**src/rtl/cmp_arb_pkg.sv**
```systemverilog
// Shared types and helpers for the comparator arbiter slice.
//   cmp_res_t : one comparison result {eq, lt (signed), ltu (unsigned)}
//   idw()     : index width for a requester count ($clog2, minimum 1)
// The per-stage operand struct depends on WIDTH/NREQ, so it is declared
// inside cmp_arbiter where those parameters are known.
package cmp_arb_pkg;

  typedef struct packed {
    logic eq;
    logic lt;
    logic ltu;
  } cmp_res_t;

  function automatic int unsigned idw(input int unsigned n);
    return (n > 1) ? $clog2(n) : 1;
  endfunction

endpackage

```
**src/rtl/cmp_arb_rr.sv**
```systemverilog
// Round-robin grant search: first set bit of req at or after ptr, wrapping.
//   req       : request vector
//   ptr       : highest-priority index this cycle
//   gnt_c     : one-hot grant (all zero when no request)
//   gnt_idx_c : binary index of the granted requester
//   any_c     : at least one request present
module rr_arbiter
  import cmp_arb_pkg::*;
#(
  parameter int unsigned NREQ = 4,
  parameter int unsigned IDW  = idw(NREQ)
) (
  input  logic [NREQ-1:0] req,
  input  logic [IDW-1:0]  ptr,
  output logic [NREQ-1:0] gnt_c,
  output logic [IDW-1:0]  gnt_idx_c,
  output logic            any_c
);

  // NREQ is a power of two, so IDW-bit addition wraps modulo NREQ.
  always_comb begin
    logic [IDW-1:0] idx;
    gnt_c     = '0;
    gnt_idx_c = '0;
    any_c     = 1'b0;
    idx       = '0;
    for (int i = 0; i < int'(NREQ); i++) begin
      idx = ptr + IDW'(i);
      if (!any_c && req[idx]) begin
        any_c      = 1'b1;
        gnt_idx_c  = idx;
        gnt_c[idx] = 1'b1;
      end
    end
  end

endmodule

```
**src/rtl/comparatortree.sv**
```systemverilog
// Shared combinational comparator: equality, signed and unsigned less-than.
//   a, b : WIDTH-bit operands
//   eq   : a == b
//   lt   : a <  b (two's complement)
//   ltu  : a <  b (unsigned)
module comparatortree #(
  parameter int unsigned WIDTH = 32
) (
  input  logic [WIDTH-1:0] a,
  input  logic [WIDTH-1:0] b,
  output logic             eq,
  output logic             lt,
  output logic             ltu
);

  assign eq  = (a == b);
  assign lt  = ($signed(a) < $signed(b));
  assign ltu = (a < b);

endmodule

```
**src/rtl/cmp_arbiter.sv**
```systemverilog
// Round-robin front end sharing one comparatortree among NREQ requesters,
// with a 2-stage valid/ready pipeline (operands, then results) and a
// saturating count of results accepted downstream.
//   req_valid/req_ready       : per-requester handshake (ready is one-hot or 0)
//   req_op1/req_op2           : flattened operands, requester i at [i*WIDTH +: WIDTH]
//   rsp_valid/rsp_ready       : result handshake
//   rsp_id/rsp_eq/lt/ltu      : owner index and comparison result
//   done_cnt                  : completed results, saturating
module cmp_arbiter
  import cmp_arb_pkg::*;
#(
  parameter int unsigned WIDTH = 32,
  parameter int unsigned NREQ  = 4,
  parameter int unsigned CNTW  = 16
) (
  input  logic                    clk,
  input  logic                    reset_n,
  input  logic [NREQ-1:0]         req_valid,
  output logic [NREQ-1:0]         req_ready,
  input  logic [NREQ*WIDTH-1:0]   req_op1,
  input  logic [NREQ*WIDTH-1:0]   req_op2,
  output logic                    rsp_valid,
  input  logic                    rsp_ready,
  output logic [idw(NREQ)-1:0]    rsp_id,
  output logic                    rsp_eq,
  output logic                    rsp_lt,
  output logic                    rsp_ltu,
  output logic [CNTW-1:0]         done_cnt
);

  localparam int unsigned IDW = idw(NREQ);

  typedef struct packed {
    logic             valid;
    logic [IDW-1:0]   id;
    logic [WIDTH-1:0] op1;
    logic [WIDTH-1:0] op2;
  } stage_t;

  stage_t         s1_q;
  logic           s2_v;
  logic [IDW-1:0] s2_id;
  cmp_res_t       s2_res;
  logic [IDW-1:0] rr_ptr;

  logic [NREQ-1:0] gnt_c;
  logic [IDW-1:0]  gnt_idx_c;
  logic            any_c;
  logic            adv1, adv2, accept;
  cmp_res_t        cmp_c;

  assign adv2 = !s2_v || rsp_ready;
  assign adv1 = !s1_q.valid || adv2;

  rr_arbiter #(.NREQ(NREQ), .IDW(IDW)) u_rr (
    .req       (req_valid),
    .ptr       (rr_ptr),
    .gnt_c     (gnt_c),
    .gnt_idx_c (gnt_idx_c),
    .any_c     (any_c)
  );

  // Grant is held off while in reset so nothing is offered before the pipe is live.
  assign req_ready = (reset_n && adv1) ? gnt_c : '0;
  assign accept    = any_c && adv1 && reset_n;

  comparatortree #(.WIDTH(WIDTH)) u_cmp (
    .a   (s1_q.op1),
    .b   (s1_q.op2),
    .eq  (cmp_c.eq),
    .lt  (cmp_c.lt),
    .ltu (cmp_c.ltu)
  );

  // Stage 1: operand capture and round-robin pointer update.
  always_ff @(posedge clk or negedge reset_n) begin
    if (!reset_n) begin
      s1_q   <= '0;
      rr_ptr <= '0;
    end else if (accept) begin
      s1_q.valid <= 1'b1;
      s1_q.id    <= gnt_idx_c;
      s1_q.op1   <= req_op1[int'(gnt_idx_c)*int'(WIDTH) +: WIDTH];
      s1_q.op2   <= req_op2[int'(gnt_idx_c)*int'(WIDTH) +: WIDTH];
      rr_ptr     <= gnt_idx_c + IDW'(1);
    end else if (adv1) begin
      s1_q.valid <= 1'b0;
    end
  end

  // Stage 2: comparison result register; holds under backpressure.
  always_ff @(posedge clk or negedge reset_n) begin
    if (!reset_n) begin
      s2_v   <= 1'b0;
      s2_id  <= '0;
      s2_res <= '0;
    end else if (adv2) begin
      if (s1_q.valid) begin
        s2_v   <= 1'b1;
        s2_id  <= s1_q.id;
        s2_res <= cmp_c;
      end else begin
        s2_v <= 1'b0;
      end
    end
  end

  // Completed-result counter, sticks at all-ones.
  always_ff @(posedge clk or negedge reset_n) begin
    if (!reset_n) begin
      done_cnt <= '0;
    end else if (s2_v && rsp_ready && (done_cnt != {CNTW{1'b1}})) begin
      done_cnt <= done_cnt + CNTW'(1);
    end
  end

  assign rsp_valid = s2_v;
  assign rsp_id    = s2_id;
  assign rsp_eq    = s2_res.eq;
  assign rsp_lt    = s2_res.lt;
  assign rsp_ltu   = s2_res.ltu;

endmodule

```
**config.mk**
```make
export PLATFORM = sky130hd
export DESIGN_NAME = cmp_arbiter
export DESIGN_NICKNAME = d
export VERILOG_FILES = /design/src/rtl/cmp_arb_pkg.sv /design/src/rtl/cmp_arb_rr.sv /design/src/rtl/comparatortree.sv /design/src/rtl/cmp_arbiter.sv
export SDC_FILE = /design/constraint.sdc
export NUM_CORES = 1
export LEC_CHECK = 0
export CORE_MARGIN = 1
export CORE_UTILIZATION = 46
export DETAILED_ROUTE_END_ITERATION = 7
export PLACE_DENSITY = 0.91
export REMOVE_ABC_BUFFERS = 1
export SLEW_MARGIN = 25
export SYNTH_ARGS = -nofsm -noshare
export SYNTH_HDL_FRONTEND = slang
export SYNTH_SLANG_ARGS = --single-unit
```
**constraint.sdc**
```tcl
create_clock -name clk -period 4.2 [get_ports clk]
set_input_delay 0.84 -clock clk [delete_from_list [all_inputs] [get_ports clk]]
set_output_delay 0.84 -clock clk [all_outputs]
set_load 0.02 [all_outputs]
```
==> results of run 1 <==
==> layout make-up <==
class / count / area (um2) / share of cell area
Multi-Input combinational cell: 461 / 3700 / 0.382
Tap cell: 180 / 225 / 0.0232
Clock buffer: 11 / 243 / 0.0251
Sequential cell: 91 / 2280 / 0.235
Clock inverter: 5 / 60.1 / 0.00620
Timing Repair Buffer: 303 / 3040 / 0.314
Inverter: 37 / 139 / 0.0143
==> flip-flops by register name, indices dropped and copies added (netlist names) <==
name	count
s1_q	67
rr_ptr	2
rsp_eq	1
rsp_valid	1
rsp_ltu	1
rsp_id	2
rsp_lt	1
done_cnt	16
==> cell families after synthesis <==
family                     after synthesis
buffers and inverters                   78
xor gates and xnor gates                16
DFF                                     91
AOI/OAI and AO/OA                      121
and+or+nand+nor                        149
muxes                                  135
adders and majority gates               40
==> routing by layer <==
layer  vias to the layer above  wire length, um
li1                       2895                -
met1                      2842             7470
met2                       228             9350
met3                        33             1130
met4                         0              441
met5                         -                0
==> critical path: stages <==
cell	delay, ps
clkdlybuf4s50_1	530
mux4_2	600
nor2b_2	260
a22oi_1	110
nor2_1	100
a221oi_1	50
nor2_1	110
clkdlybuf4s50_1	610
==> Yosys cell counts, drive strengths merged (4+ instances only) <==
cell	count	share of area
nor2	18	0.010
a21o	9	0.010
o21ai	11	0.0096
nand2	89	0.051
a21oi	16	0.013
clkbuf	10	0.0058
inv	37	0.021
ha	40	0.077
dfrtp	91	0.35
and3	4	0.0038
xor2	5	0.0067
buf	28	0.048
mux2i	130	0.20
a221oi	6	0.0081
a22oi	4	0.0046
o221ai	64	0.086
nand4	12	0.012
nor2b	5	0.0052
xnor2	11	0.015
==> power by group through the flow <==
stage	clock, mW	combinational, mW	sequential [mW]
final	0.825	3.51	1.49
after global routing	0.880	3.83	1.54
after CTS	0.841	3.52	1.49
after detailed placement	0	3.49	1.50
after global placement	0	3.39	1.49
after floorplan	0	2.71	1.52
==> per-stage QoR <==
step,cell area (um2),TNS [ps]
2_1_floorplan,6100,-184710
3_3_place_gp,9380,0
3_5_place_dp,9380,0
4_1_cts,9680,0
5_1_grt,9690,0
6_report,9690,0
==> worst max path at each step <==
stage,start,endpoint
2_1_floorplan,rr_ptr[0]$_DFFE_PN0P_,s1_q[15]$_DFFE_PN0P_
3_3_place_gp,req_valid[2],req_ready[1]
3_5_place_dp,req_valid[2],req_ready[2]
4_1_cts,rr_ptr[1]$_DFFE_PN0P_,req_ready[2]
5_1_grt,req_valid[2],req_ready[2]
6_report,req_valid[2],req_ready[3]
==> timing repair <==
item	in CTS	in global routing
buffers inserted	0	0
gates resized for setup	0	2
setup endpoints to repair	0	4
==> placed cells by master (no fill, tap or decap), types with 2 or more instances in the layout <==
master           netlist  layout
nor2b_1                4       4
or4_1                  2       2
buf_12                11       4
clkdlybuf4s50_1        0     287
a221oi_1               6       6
dfrtp_1               91      90
mux2_2                 3       3
nand2_1               89      88
nand2b_1               3       3
nand3_1                3       2
and4_1                 2       2
o21ai_1                3       3
a21o_1                 9       8
clkbuf_16              0       9
mux2i_1              130     130
xor2_1                 5       5
nor3_1                 2       2
xnor2_1               11      11
a21oi_1               15      15
a211oi_1               2       2
mux4_2                 2       2
nor3b_1                3       3
a22oi_1                4       4
ha_1                  40      39
o221ai_1              64      64
nand3b_1               2       2
buf_4                  1      12
nand4_1               12      12
nor2_1                18      18
and3_1                 4       4
o41ai_1                2       2
inv_1                 36      36
o21ai_0                6       6
inv_6                  0       2
==> summary.md, run 1 <==
| Metric | Value |
|---|---|
| Reg2reg path depth | 10 |
| PortBufs | about 290 |
| Max IR drop VDD | 0.389 mV |
| M3 GR Usage | 0.0404 |
| Reg2Reg Setup Slack | ~1300 ps |
| Grt peak-use layer | met2 |
| Rows | 43 |
| Synth Area in Adders | 0.0770 |
| Ports | 289 |
| Final HPWL from detailed placement | between 10000 and 15000 um |
| Filler Cell Count | ~1000 |
| Final Critical Period | just over 4000 ps |
| Longest Clk Path Bufs | 2 |
| Vias in the first global route | approximately 6000 |
| Die X | about 120 um |
| CTS root buffer | clkbuf_16 |
| Worst hold margin | 401 ps |
| Total wire length | 18400 um |
| Initial antenna violation count | 0 |
| Post-synthesis cell count | 630 |
| Relative slew slack | 0.475 |
| CTS Sinks | 91 |
| Final Instance Count excl. Fillers | 1088 |
| Part of the cycle the worst path needs | 0.963 |
| RR Endpoint | s1_q[53]$_DFFE_PN0P_ |
| P_int | between 3 and 4 mW |
| Wirelength per Cell | ~17 um |
| Synth Area in Compound Gates | 0.150 |
| Crit path DAT | 3210 ps |
| CP endpoint kind | output port |
| Hold Vio Cnt, Final | 0 |
| Number of max-cap violations | 0 |
| Max Slew Vio Count | 0 |
| Largest family of logic cells by synthesized area | multiplexers |
| ANT nets after route | 0 |
| Nets | 1206 |
| Unique cell type count in the Yosys netlist | ~50 |
| Clock power frac | 0.142 |
| Post-synth top flop | dfrtp_1 |
| Met1 Track Usage GR | 0.299 |
| RSZ-0062 raised after global routing | no |
| Count of state elements after synthesis | 91 |
| Crit path required time | around 3400 ps |
| Syn Area/Cell | 10.3 um2 |
| Final Power | approximately 6 mW |
| Hold-fix buffers, CTS | 0 |
| Simple-gate share of the synthesized area | 0.105 |
| Number of synthesized flops with an enable pin | 0 |
| Die Y | around 120 um |
| GPL Wtd Cong | between 0.7 and 0.8 |
| Vias per Instance | roughly 5.5 |
| Seq pwr share | 0.257 |
| Pwr/cell area | between 600 and 700 nW/um2 |
| NetSw | roughly 2.4 mW |
| P_leak | between 4 and 5 nW |
| Clk pin slew, worst setup/hold paths | roughly 70 ps |
| Fin worst setup slack | approximately 150 ps |
| Starting DRT DRC Count | 319 |
| First-pass DRT Iterations | 5 |
| Hold Crit Class | in -> async |
| Pin count of the biggest net entering global routing | 64 |
| Initial Util | 0.470 |
| Core area | ~14000 um2 |
| Crit Path Category | in -> out |
| # setup viols final | 0 |
| Clock Latency Late Sink | 350 ps |
| Comb pwr share | 0.602 |
| CP Max Fanout | 8 |
| DRC Markers | 0 |
| Clock Skew | 6.91 ps |
| CTS tree | built |
| Vias | 5998 |
| Post-synth ARST share | 1.00 |
| Antenna diodes | 0 |
| Total grt overflow | 0 |
| Least-Margin Pin Slew | 788 ps |
| R2r startpoint | rr_ptr[1]$_DFFE_PN0P_ |
| P&R area growth vs syn | 49.0% |
| Share of cells above drive strength 1 | 0.0551 |
| Die ar. | around 15000 um2 |
| FMAX | 247 MHz |
| Post-Syn Area | around 6500 um2 |
| Yosys Warn Count | 0 |
| Pre-CTS setup slack | approximately 180 ps |
| Post-layout util | 0.701 |
| Placed cells | about 1100 |
| Multiplexer area fraction after synthesis | 0.212 |
| Post-synthesis xor/xnor area fraction | 0.0216 |
| H-tree depth | 3 |
| CTS buffer count | 9 |
| Global-route met2 utilization | 0.441 |
| Gr usage total | 0.248 |
| Sequential share of the synthesized area | 0.350 |
| First-pass GRT wire length | roughly 28000 um |
| Switching Fraction | 0.411 |
| Outcome | finished clean |
| Worst setup SP type | primary input |
No activity file was read; power rests on OpenSTA's default activity.
==> inputs of run 2 (changes only) <==
--- a/config.mk
+++ b/config.mk
@@ -10,2 +10,3 @@
 export DETAILED_ROUTE_END_ITERATION = 7
+export HOLD_SLACK_MARGIN = 0.1
 export PLACE_DENSITY = 0.91
@@ -16 +17,2 @@
 export SYNTH_SLANG_ARGS = --single-unit
+export TNS_END_PERCENT = 5
--- a/constraint.sdc
+++ b/constraint.sdc
@@ -3,2 +3,2 @@
 set_output_delay 0.84 -clock clk [all_outputs]
-set_load 0.02 [all_outputs]
+set_load 0.005 [all_outputs]
==> run 2 against run 1 <==
Register-to-register slack worse by 40 ps. Design area is 0.70% lower. Via count is 0.93% higher. Utilization is 0.49 points lower. Non-clock buffer count is 4 lower. Flip-flop and latch count stayed put. Critical path depth stayed put. Critical path type unchanged. Critical endpoint is now req_ready[2]. Largest cell class unchanged.
==> summary.md, run 2 (synthesized netlist as in run 1, its figures left out) <==
| Metric | Value |
|---|---|
| Die ar. | 14600 um2 (unchanged) |
| PortBufs | 288 (unchanged) |
| Hold Vio Cnt, Final | 0 (unchanged) |
| Worst setup SP type | primary input |
| Register with the most flip-flops | s1_q |
| Outcome | finished clean |
| Pin count of the biggest net entering global routing | 70 (+9.4%) |
| Max Slew Vio Count | 0 (unchanged) |
| CTS Sinks | 91 (unchanged) |
| Post-route cell area | 9620 um2 (-0.70%) |
| First-pass DRT Iterations | 5 (unchanged) |
| Max IR drop VDD | 0.461 mV (+19%) |
| Largest regs | s1_q (67), done_cnt (16) |
| Pwr/cell area | 584 nW/um2 (-2.9%) |
| Starting DRT DRC Count | 334 (+4.7%) |
| Ports | 289 (unchanged) |
| P_leak | 4.45 nW (-0.66%) |
| Core area | 13800 um2 (unchanged) |
| Total wire length | 18400 um (-0.10%) |
| P&R area growth vs syn | 47.9% |
| Max reg flops | 67 (unchanged) |
| Initial Util | 0.470 (unchanged) |
| Longest Clk Path Bufs | 2 (unchanged) |
| Wirelength per Cell | 16.9 um (+0.27%) |
| Rows | 43 (unchanged) |
| DRC Markers | 0 (unchanged) |
| Least-Margin Pin Slew | 820 ps (+32.8 ps) |
| Final Instance Count excl. Fillers | 1084 (-0.37%) |
| Clk pin slew, worst setup/hold paths | 70 ps (about the same) |
| CP endpoint kind | output port |
| Placed cells | 1068 (-0.37%) |
| CTS tree | built |
| Initial antenna violation count | 0 (unchanged) |
| Vias | 6054 (+0.93%) |
| Final Critical Period | 4060 ps (+12.8 ps) |
| Clock Latency Late Sink | 340 ps (about the same) |
| GPL Wtd Cong | 0.809 (+2.7%) |
| First-pass GRT wire length | 28600 um (+1.3%) |
| Nets | 1202 (-0.33%) |
| Leading cell type in the layout, fill and taps excluded | clkdlybuf4s50_1 |
| Hold-fix buffers, CTS | 0 (unchanged) |
| Die Y | 121 um (unchanged) |
| Crit path required time | 3360 ps (about the same) |
| Crit path DAT | 3220 ps (about the same) |
| H-tree depth | 3 (unchanged) |
| FMAX | 246 MHz (-0.32%) |
| DP Area | 9340 um2 (-0.45%) |
| Die X | 121 um (unchanged) |
| Part of the cycle the worst path needs | 0.967 (+0.00305) |
| Clock Skew | 6.10 ps (-0.812 ps) |
| Crit Path Category | in -> out |
| CTS buffer count | 9 (unchanged) |
| Hold Crit Class | in -> async |
| Vias in the first global route | 5998 (+2.5%) |
| Number of setup buffers added after CTS | 0 (unchanged) |
| Share of cells above drive strength 1 | 0.0509 (-0.00418) |
| Gr usage total | 0.252 (+0.00367) |
| Most frequent cells in the layout | clkdlybuf4s50_1 (287), mux2i_1 (130), dfrtp_1 (91) |
| Final HPWL from detailed placement | 14500 um (-0.49%) |
| Vias per Instance | 5.58 (+1.3%) |
| ANT nets after route | 0 (unchanged) |
| CTS root buffer | clkbuf_16 |
| Number of max-cap violations | 0 (unchanged) |
| CP Max Fanout | 9 (+1) |
| # setup viols final | 0 (unchanged) |
| Antenna diodes | 0 (unchanged) |
| Total grt overflow | 0 (unchanged) |
| Relative slew slack | 0.453 (-0.0218) |
| RSZ-0062 raised after global routing | no |
-- run 2: changes by cell type in the layout (fill, tap and decap cells not counted), sizes merged --
cell and delta:
clkinv +5, buf -4, bufinv -1, clkbuf -2, inv -1, clkinvlp -1
-- run 2: path summary, 6_finish.rpt --
check	start	endpoint	slack, ps	cells past startpoint
max	req_valid[1]	req_ready[2]	140	8
min	reset_n	done_cnt[5]$_DFFE_PN0P_	400	1
max reg2reg	rr_ptr[1]$_DFFE_PN0P_	s1_q[41]$_DFFE_PN0P_	1260	9
min reg2reg	done_cnt[10]$_DFFE_PN0P_	done_cnt[10]$_DFFE_PN0P_	480	1
max in group asynchronous	reset_n	s1_q[49]$_DFFE_PN0P_	2640	2
min in group clk	done_cnt[10]$_DFFE_PN0P_	done_cnt[10]$_DFFE_PN0P_	480	1
-- run 2: critical path, cell delays in order --
cell	delay, ps
clkdlybuf4s50_1	580
mux4_2	600
nor2b_2	260
a22oi_1	100
nor2_1	120
a221oi_1	60
nor2_1	140
clkdlybuf4s50_1	510
-- run 2: cell type report --
class                   instances  area (um2)
clock buffers                   9         225
inverters                      37         139
clock inverters                 7        53.8
multi-input cells             461        3700
repair buffers                299        3000
fillers                      1012        4210
well taps                     180         225
flip-flops and latches         91        2280
-- run 2: power by group --
part	internal, mW	switching (mW)	leakage, nW	total, mW
Clock	0.405	0.351	0.140	0.756
Sequential	1.25	0.244	1.13	1.50
Combinational	1.65	1.72	3.18	3.37
-- run 2: repair_timing --
item / 4_1_cts / 5_1_grt
gates resized for setup: 0 / 1
hold endpoints to repair: 0 / 0
setup endpoints to repair: 0 / 4
-- run 2: layer usage --
layer,global-route usage,up-vias,part of all wire
li1,-,2889,-
met4,0.0887,0,0.017
met2,0.462,258,0.52
met1,0.295,2880,0.40
met5,0,-,0
met3,0.0395,27,0.063
-- run 2: stage by stage --
step / utilization / TNS [ps] / total power [mW] / hold slack [ps] / worst slack (ps)
after global routing: 0.696 / 0 / 6.07 / 424 / 21.7
final: 0.696 / 0 / 5.62 / 401 / 141
after floorplan: - / -184710 / 4.15 / 452 / -2820
after global placement: 0.675 / 0 / 4.76 / 456 / 270
after CTS: 0.696 / 0 / 5.66 / 407 / 134
after detailed placement: 0.675 / 0 / 4.87 / 471 / 171
==> inputs of run 3 (changes only) <==
Settings changed: GPL_TIMING_DRIVEN set to 0.
==> run 3 against run 2 <==
Sequential power hardly changed. Die area unchanged. Maximum frequency about the same. Utilization is 1.3 points higher. Via count down 0.86%. Clock-buffer cell count is 1 higher. Cell count down 0.18%. First-iteration DRC count up 22%. Wire length increased by 1.3%. Clock skew increased by 3.7 ps.
==> summary.md, run 3 (synthesized netlist as in run 1, its figures left out) <==
| Metric | Value |
|---|---|
| FMAX | 246 MHz (about the same) |
| Hold-fix buffers, CTS | 0 (unchanged) |
| Area of the multi-input gates | 3720 um2 (+0.64%) |
| Rows | 43 (unchanged) |
| Most frequent cells in the layout | clkdlybuf4s50_1 (286), mux2i_1 (130), dfrtp_1 (89) |
| Number of setup buffers added after CTS | 0 (unchanged) |
| Relative slew slack | 0.497 (+0.0444) |
| Family with the most delay on the worst path | buffers and inverters |
| Clock Skew | 9.84 ps (+3.74 ps) |
| Post-route cell area | 9800 um2 (+1.9%) |
| Total grt overflow | 0 (unchanged) |
| Vias per Instance | 5.55 (-0.68%) |
| Pwr/cell area | 609 nW/um2 (+4.3%) |
| Pin count of the biggest net entering global routing | 70 (unchanged) |
| Vias in the first global route | 5898 (-1.7%) |
| Gr usage total | 0.254 (+0.00250) |
| # setup viols final | 0 (unchanged) |
| Total wire length | 18600 um (+1.3%) |
| Crit path DAT | 3220 ps (about the same) |
| CP cell instances | clkdlybuf4s50_1 > mux4_2 > nor2b_4 > a22oi_1 > nor2_1 > a221oi_1 > nor2_1 > clkdlybuf4s50_1 |
| Antenna diodes | 0 (unchanged) |
| First-pass DRT Iterations | 4 (-1) |
| Crit Path Category | in -> out |
| Hold Crit Class | in -> async |
| Clk pin slew, worst setup/hold paths | 70 ps (about the same) |
| First-pass GRT wire length | 28900 um (+1.1%) |
| Slowest cell on crit path | clkdlybuf4s50_1 |
| Outcome | finished clean |
| GPL Wtd Cong | 0.828 (+2.4%) |
| Register with the most flip-flops | s1_q |
| P&R area growth vs syn | 50.8% |
| Final HPWL from detailed placement | 14400 um (-0.35%) |
| Least-Margin Pin Slew | 751 ps (-69.5 ps) |
| CTS root buffer | clkbuf_16 |
| RR Endpoint | s1_q[35]$_DFFE_PN0P_ |
| R2r startpoint | rr_ptr[0]$_DFFE_PN0P_ |
| Post-layout util | 0.709 (+0.0134) |
| Crit path required time | 3360 ps (about the same) |
| Part of the cycle the worst path needs | 0.967 (about the same) |
| Final Critical Period | 4060 ps (+0.501 ps) |
| Number of max-cap violations | 0 (unchanged) |
| Reg2reg path depth | 10 (+1) |
| Largest regs | s1_q (67), done_cnt (16) |
| Max Slew Vio Count | 0 (unchanged) |
| Ports | 289 (unchanged) |
| ANT nets after route | 0 (unchanged) |
| Leading cell type in the layout, fill and taps excluded | clkdlybuf4s50_1 |
| Die ar. | 14600 um2 (unchanged) |
| CP endpoint kind | output port |
| CP Max Fanout | 9 (unchanged) |
| Hold Vio Cnt, Final | 0 (unchanged) |
| Core area | 13800 um2 (unchanged) |
| DP Area | 9480 um2 (+1.5%) |
| DRC Markers | 0 (unchanged) |
| Final Power | 5.97 mW (+6.3%) |
| H-tree depth | 3 (unchanged) |
| Starting DRT DRC Count | 407 (+22%) |
| Longest Clk Path Bufs | 2 (unchanged) |
| RSZ-0062 raised after global routing | no |
| Initial Util | 0.470 (unchanged) |
| Crit path buffers/inverters | 2 (unchanged) |
| Clock Latency Late Sink | 350 ps (about the same) |
| Die Y | 121 um (unchanged) |
| Max incr delay on CP | 580 ps (-20 ps) |
| Nets | 1200 (-0.17%) |
| Sequential cell area | 2280 um2 (+0.22%) |
| CTS buffer count | 9 (unchanged) |
| Worst setup SP type | primary input |
| P_leak | 4.53 nW (+1.8%) |
| Initial antenna violation count | 0 (unchanged) |
| Max reg flops | 67 (unchanged) |
| Max IR drop VDD | 0.368 mV (-20%) |
| PortBufs | 288 (unchanged) |
| Die X | 121 um (unchanged) |
| Reg2Reg Setup Slack | 860 ps (-400 ps) |
| Filler Cell Count | 981 (-3.1%) |
| CTS tree | built |
| CTS Sinks | 91 (unchanged) |
| Share of cells above drive strength 1 | 0.0510 (+0.000113) |
| Wirelength per Cell | 17.2 um (+1.5%) |
| Vias | 6002 (-0.86%) |
[run 3: cell types whose count changed in the layout (fill, tap and decap cells not counted), moves of 2 or more]
cell and delta:
buf_12 -2, buf_16 +8, buf_4 -9, clkinv_4 -3, dfrtp_1 -2, inv_6 +2
[run 3: through the flow]
| stage | setup WS, ps | cells | setup TNS [ps] | hold WS [ps] |
|---|---|---|---|---|
| global route | 40.9 | 1082 | 0 | 435 |
| finish | 140 | 1082 | 0 | 408 |
| floorplan | -2820 | 589 | -184710 | 452 |
| detailed placement | 75.2 | 1066 | 0 | 472 |
| CTS | 92.1 | 1082 | 0 | 421 |
| global placement | -5320 | 1057 | -433970 | 456 |
[run 3: timing repair]
action                                  in CTS  in global routing
pin swaps                                    0                  0
endpoints found under the setup margin       4                  4
gates resized for setup                      1                  5
[run 3: layout make-up]
cell class | count | area share
Inverter | 37 | 0.0142
Multi-Input combinational cell | 461 | 0.380
Tap cell | 180 | 0.0230
Clock buffer | 10 | 0.0244
Clock inverter | 6 | 0.00715
Sequential cell | 91 | 0.233
Timing Repair Buffer | 297 | 0.319
[run 3: worst max path at each step]
stage	from	endpoint	depth (start not counted)
finish	req_valid[1]	req_ready[2]	8
global route	req_valid[1]	req_ready[2]	8
CTS	rr_ptr[1]$_DFFE_PN0P_	req_ready[2]	9
detailed placement	req_valid[1]	s1_q[35]$_DFFE_PN0P_	10
global placement	req_valid[1]	s1_q[60]$_DFFE_PN0P_	7
floorplan	rr_ptr[0]$_DFFE_PN0P_	s1_q[15]$_DFFE_PN0P_	7
[run 3: per-layer routing]
layer / part of all wire / track usage / up-vias
met5: 0 / 0 / -
met1: 0.39 / 0.303 / 2865
met4: 0.018 / 0.0718 / 0
met3: 0.061 / 0.0536 / 26
li1: - / - / 2876
met2: 0.53 / 0.459 / 235
[run 3: power by group]
part | internal [mW] | total (mW) | switching (mW)
clock | 0.484 | 0.840 | 0.356
combinational | 1.84 | 3.60 | 1.76
sequential | 1.26 | 1.53 | 0.276
total | 3.58 | 5.97 | 2.39
[run 3: worst register-to-register path, cell delays in order (launching register included)]
cell	delay (ps)
dfrtp_4	580
inv_2	150
ha_2	370
o211ai_4	150
o41ai_4	170
o21ai_4	650
buf_16	250
buf_16	200
buf_16	190
mux2i_1	310
o221ai_1	160
